`src/rtl/cpu_player_gen.sv`:
```
// cpu_player_gen: LFSR-driven computer opponent that presses when threshold exceeds the random value
module cpu_player_gen #(
  parameter int               WIDTH = 10,
  parameter logic [WIDTH-1:0] TAPS  = 10'b1001000000,
  parameter logic [WIDTH-1:0] SEED  = 10'd1,
  parameter int               HOLD  = 2
) (
  input  logic             clk,
  input  logic             reset_n,
  input  logic             enable,
  input  logic             tick,
  input  logic             load,
  input  logic [WIDTH-1:0] seed,
  input  logic [WIDTH-1:0] threshold,
  output logic             press,
  output logic [WIDTH-1:0] rand_out,
  output logic             armed
);
  localparam int CW = (HOLD < 1) ? 1 : $clog2(HOLD + 1);
  typedef enum logic [1:0] {IDLE, ARMED, HOLDOFF} state_t;
  state_t           state, state_n;
  logic [CW-1:0]    cnt, cnt_n;
  logic [WIDTH-1:0] lfsr, lfsr_n, stepped, reseed;
  logic             press_n;
  assign stepped  = {lfsr[WIDTH-2:0], ^(lfsr & TAPS)};
  assign reseed   = (seed == '0) ? SEED : seed;
  assign rand_out = lfsr;
  assign armed    = state == ARMED;
  // next-state: disable beats load, load beats tick; compare uses the pre-step value
  always_comb begin
    state_n = state;
    cnt_n   = cnt;
    lfsr_n  = lfsr;
    press_n = 1'b0;
    if (load) lfsr_n = reseed;
    if (!enable) begin
      state_n = IDLE;
      cnt_n   = '0;
    end else if (load) begin
      state_n = ARMED;
      cnt_n   = '0;
    end else if (state == IDLE) begin
      state_n = ARMED;
    end else if (tick) begin
      lfsr_n = stepped;
      if (state == HOLDOFF) begin
        cnt_n   = cnt - CW'(1);
        state_n = (cnt == CW'(1)) ? ARMED : HOLDOFF;
      end else if (threshold > lfsr) begin
        press_n = 1'b1;
        state_n = (HOLD == 0) ? ARMED : HOLDOFF;
        cnt_n   = CW'(HOLD);
      end
    end
  end
  // state, holdoff count, LFSR and press pulse registers
  always_ff @(posedge clk or negedge reset_n) begin
    if (!reset_n) begin
      state <= IDLE;
      cnt   <= '0;
      lfsr  <= SEED;
      press <= 1'b0;
    end else begin
      state <= state_n;
      cnt   <= cnt_n;
      lfsr  <= lfsr_n;
      press <= press_n;
    end
  end
endmodule

```
`config.mk`:
```
export PLATFORM = sky130hd
export DESIGN_NAME = cpu_player_gen
export DESIGN_NICKNAME = d
export VERILOG_FILES = /design/src/rtl/cpu_player_gen.sv
export SDC_FILE = /design/constraint.sdc
export NUM_CORES = 1
export LEC_CHECK = 0
export ABC_AREA = 1
export CORE_MARGIN = 2
export CORE_UTILIZATION = 45
export DETAILED_ROUTE_END_ITERATION = 7
export PLACE_DENSITY = 0.82
export SETUP_SLACK_MARGIN = 0.4
export SYNTH_ARGS = -nofsm -noshare
export SYNTH_HDL_FRONTEND = slang
export SYNTH_SLANG_ARGS = --single-unit
```
`constraint.sdc`:
```
create_clock -name clk -period 2 [get_ports clk]
set_input_delay 0.4 -clock clk [delete_from_list [all_inputs] [get_ports clk]]
set_output_delay 0.4 -clock clk [all_outputs]
set_load 0.1 [all_outputs]
```
; Word level (Yosys, flattened, before mapping)
; Cells that the tools add are included.
; Widths: inputs -> output; s select.
[op_classes]
add_sub_neg = 1
multipliers = 0
div_mod_pow = 0
magnitude_cmp = 1
n_eq_ne = 8
n_shift = 0
n_mux = 24
n_bitwise = 0
n_reduce_logical = 5
[op_table]
columns = operator, n
row1 = $mux 10, 6
row2 = $mux 2, 12
row3 = $gt 10x10->1, 1
row4 = $logic_not 10->1, 1
row5 = $reduce_xor 10->1, 1
row6 = $ne 4x1->1 const B, 2
row7 = $mux 1, 6
row8 = $ne 5x1->1 const B, 1
row9 = $eq 2x1->1 const B, 2
row10 = $ne 3x1->1 const B, 1
row11 = $ne 3x3->1 const B, 1
row12 = $reduce_and 3->1, 1
row13 = $eq 2x2->1 const B, 1
row14 = $logic_not 2->1, 1
row15 = $reduce_and 2->1, 1
row16 = $sub 2x1->2 const B, 1
[word_totals]
register_bits = 15
latch_bits = 0
ramBits = 0
rom_bits = 0
input_bits = 25
out_inout_bits = 12
elab_cells = 43
mem_count = 0

; Longest topological paths before layout
[logic_depth]
ltp_word = 7
mapped_depth = 13
depth_no_buf = 13

; Worst setup path after synthesis
; OpenSTA, ideal clock, no wires.
[synth_timing]
kind = flip-flop to flip-flop
start = register lfsr[5], in the netlist rand_out[5]
end = register cnt[0]
t_arrival_ns = 2.075
setup_slack_ns = -0.192
stages_incl_launch_ff = 12
path_buffers = 0
period_less_slack_ns = 2.192
cell_sequence = dfrtp_1 inv_1 ha_1 nand2_1 nor2_1 nand3_1 nand3_1 nand2_1 nand2_2 nand2_1 nand2_1 nand2_1
[synth_via]
elab_chain_len = 3
[synth_rtl]
columns = item, line
row1 = from (decl), 23  ; logic [WIDTH-1:0] lfsr, lfsr_n, stepped, reseed;
row2 = from (signal assigned), 66  ; lfsr <= lfsr_n;
row3 = $gt 10x10->1, 49  ; end else if (threshold > lfsr) begin
row4 = $ne 4x1->1 (no line), --
row5 = $reduce_and 3->1 (no line), --
row6 = to (signal assigned), 65  ; cnt <= cnt_n;
row7 = to (decl), 22  ; logic [CW-1:0] cnt, cnt_n;
; No other way between the ends.
; A chain may end at the register's enable or synchronous reset.

; Worst setup path in the final report
[layout_timing]
start = register lfsr[4], in the netlist rand_out[4]
end = register state[1]
[layout_via]
elab_chain_len = 3
[layout_rtl]
columns = item, line
row1 = $gt 10x10->1, 49
row2 = $ne 5x1->1 (no line), --
row3 = $reduce_and 2->1 (no line), --
row4 = to (signal assigned), 64  ; state <= state_n;
row5 = to (decl), 21  ; state_t state, state_n;
; No other way between the ends.

==> summary.md <==
| Metric | Value |
|---|---|
| Num ports | `37` |
| Worst-path maximum fanout | `6` |
| CP most frequent cell | `nand2_1` |
| Setup TNS | `0 ps` |
| Slowest CP cell | `dfrtp_4` |
| Power per Cell Area | `683 mW/mm2` |
| P_int | `0.696 mW` |
| Post-DP HPWL | `2.48 mm` |
| Area grow syn2layout | `71.3%` |
| CTS root buffer | `clkbuf_4` |
| DRT iter0 DRCs | `74` |
| Core area | `0.00225 mm2` |
| Final Wtd Congestion | `0.903` |
| CTS HTree Levels | `1` |
| Initial antenna violation count | `0` |
| EDFF count, synth | `0` |
| Die area | `0.00285 mm2` |
| Largest area contributor in the netlist | `dfrtp_1` |
| Worst r2r src | `rand_out[4]` |
| Seq. cell area | `414 um2` |
| CTS tree | `built` |
| Total GRT Usage | `25.2%` |
| Syn avg cell area | `7.23 um2` |
| Worst Max-Slew Pin Slew | `490 ps` |
| # fillers | `140` |
| Wire per inst | `17.0 um` |
| Status | `complete, no violations` |
| CP arrival | `1850 ps` |
| Asr flop ratio synth | `100%` |
| Clock Path Buffers | `2` |
| Leakage power | `0.905 nW` |
| Startpoint types | `flip-flop` |
| R2R setup slack | `330 ps` |
| Crit path time final | `1670 ps` |
| Hold Buf Count CTS | `0` |
| Num CTS Buffers | `3` |
| Worst R2R End | `state[1]` |
| Global-route wire length before repair | `5.09 mm` |
| Crit. End Element | `flip-flop` |
| I/O Buffers | `36` |
| Vias after detailed routing | `1321` |
| Worst EP required | `2170 ps` |
| Switching power total | `0.589 mW` |
| Hold Path Class | `in -> async` |
| Layout cells sized above 1 | `38.3%` |
| Seq/Total Area, Yosys | `34.3%` |
| Sw Ratio | `45.8%` |
| Hold Vio Cnt, Final | `0` |
| Reg clk slew, reported paths | `110 ps` |
| GR Overflow Total | `0` |
| Die outline height | `53.4 um` |
| First drt pass iteration count | `4` |
| Largest net degree at the start of global routing | `17` |
| DR DRC count | `0` |
| Tcrit/Tclk final | `83.5%` |
| Worst vdd ir | `0.577 mV` |
| Max-Cap Viols | `0` |
| Clk_skew | `15.3 ps` |
| Post-route antenna net violation count | `0` |
| Synth top area share | `31.9%` |
| Mapped cell area | `0.00110 mm2` |
| Die width | `53.4 um` |
| Main area contributors after synthesis | `dfrtp_1, nand2_1, ha_1` |
| Synthesized instance count | `152` |
| Max Slew Vio Count | `0` |
| DRT Wirelength | `3.89 mm` |
| Rel. slew slack | `67.3%` |
| Post-synth cell types | `22` |
| Total clock sinks | `15` |
| Finish-stage setup viols | `0` |
| Total Power | `1.29 mW` |
| Final #Nets | `238` |
| Most frequent cells in the layout | `nand2_1, inv_1, buf_4, clkdlybuf4s50_1, a21oi_1` |
| Main synth FF type | `dfrtp_1` |
| Post-synth net total | `188` |
| CP peak stage delay | `520 ps` |
| Combinational power share | `55.2%` |
| RSZ-0062 raised after global routing | `true` |
| ANT cells | `0` |
| Clock power frac | `14.3%` |
| #FFs+latches synth | `15` |
| Vias in the first global route | `1210` |
| Fmax | `0.599 GHz` |
| Seq pwr share | `30.4%` |
| Worst skew pair latency | `290 ps` |
| Crit Path Class | `reg -> reg` |
| Placement Rows | `17` |
| YS warnings | `0` |
| Crit-path cells | `inv_4 -> ha_4 -> nand2_2 -> inv_1 -> nand2_1 -> nand2_1 -> nand2_1 -> nand3_2 -> nand2_2 -> nand2_4 -> nand3_1 -> nand2_1` |
| Initial core utilization | `48.7%` |
| Avg Vias per Cell | `5.77` |
| Multi-input logic area | `773 um2` |
| FF-to-FF path depth | `12` |
| Most common cell after layout, fill and taps aside | `nand2_1` |
==> repair_timing <==
action	4_1_cts	5_1_grt
pin swaps	13	13
hold endpoints to repair	0	0
gates resized for setup	20	13
buffers inserted	3	6
endpoints found under the setup margin	4	8
==> routing by layer <==
| metal | track usage [%] | wire length (um) |
|---|---|---|
| met5 | 0 | 0 |
| met1 | 26.7 | 1350 |
| met4 | 8.97 | 169 |
| met3 | 4.80 | 272 |
| met2 | 48.4 | 2100 |
==> worst max-delay path, delay by kind of cell, from the launching register on <==
family	cells	cell delay, ps
adder cells (fa/ha/maj)	1	200
AND/OR/NAND/NOR	9	730
flip-flops	1	520
buffers and inverters	2	130
==> power by group through the flow <==
stage          clock network (mW)  logic [mW]  registers, mW
2_1_floorplan                   0       0.207          0.572
3_3_place_gp                    0       0.572          0.403
3_5_place_dp                    0       0.587          0.404
4_1_cts                     0.181       0.620          0.396
5_1_grt                     0.189       0.746          0.395
6_report                    0.184       0.710          0.391
==> how the worst max path moves through the flow <==
stage / start / endpoint / slack (ps) / depth (start not counted)
2_1_floorplan: rand_out[6] / cnt[0] / 290 / 11
3_3_place_gp: threshold[7] / cnt[1] / 3 / 11
3_5_place_dp: threshold[7] / cnt[0] / -40 / 11
4_1_cts: rand_out[8] / state[1] / 410 / 10
5_1_grt: rand_out[4] / state[0] / 270 / 13
6_report: rand_out[4] / state[1] / 330 / 12
==> cell families (layout without fill, tap and decap cells) <==
kind of cell,after synthesis,after routing,share of synthesized area [%]
AO/OA/AOI/OAI,27,27,14.8
adder cells (fa/ha/maj),11,11,12.5
buffers and inverters,33,82,12.1
flip-flops,15,15,34.3
AND/OR/NAND/NOR,66,66,26.3
==> state kept, by name, summed over array words and instances, names as in the netlist <==
register	flops
cnt	2
press	1
rand_out	10
state	2
==> per-stage QoR <==
stage	hold WS [ps]	cells	util (%)	cell area [um2]	setup slack, ps
after floorplan	104	152	-	1220	286
after global placement	457	216	74.2	1670	2.85
after detailed placement	456	216	74.2	1670	-38.2
after CTS	425	223	78.1	1760	409
after global routing	446	229	83.5	1880	274
final	411	229	83.5	1880	329
==> Yosys cell counts (all sizes together) (2+ instances only) <==
library cell	count
a21oi	11
buf	2
dfrtp	14
ha	11
inv	31
nand2	39
nand3	9
nand4	2
nor2	12
nor3	2
o211ai	4
o21ai	8
o221ai	2
==> area by class of cell <==
class                   count  area share, %
multi-input cells         104           41.1
clock buffers               4           1.40
flip-flops and latches     15           22.0
well taps                  28           1.86
inverters                  31           7.11
repair buffers             47           26.5
No activity file was read; power rests on OpenSTA's default activity.
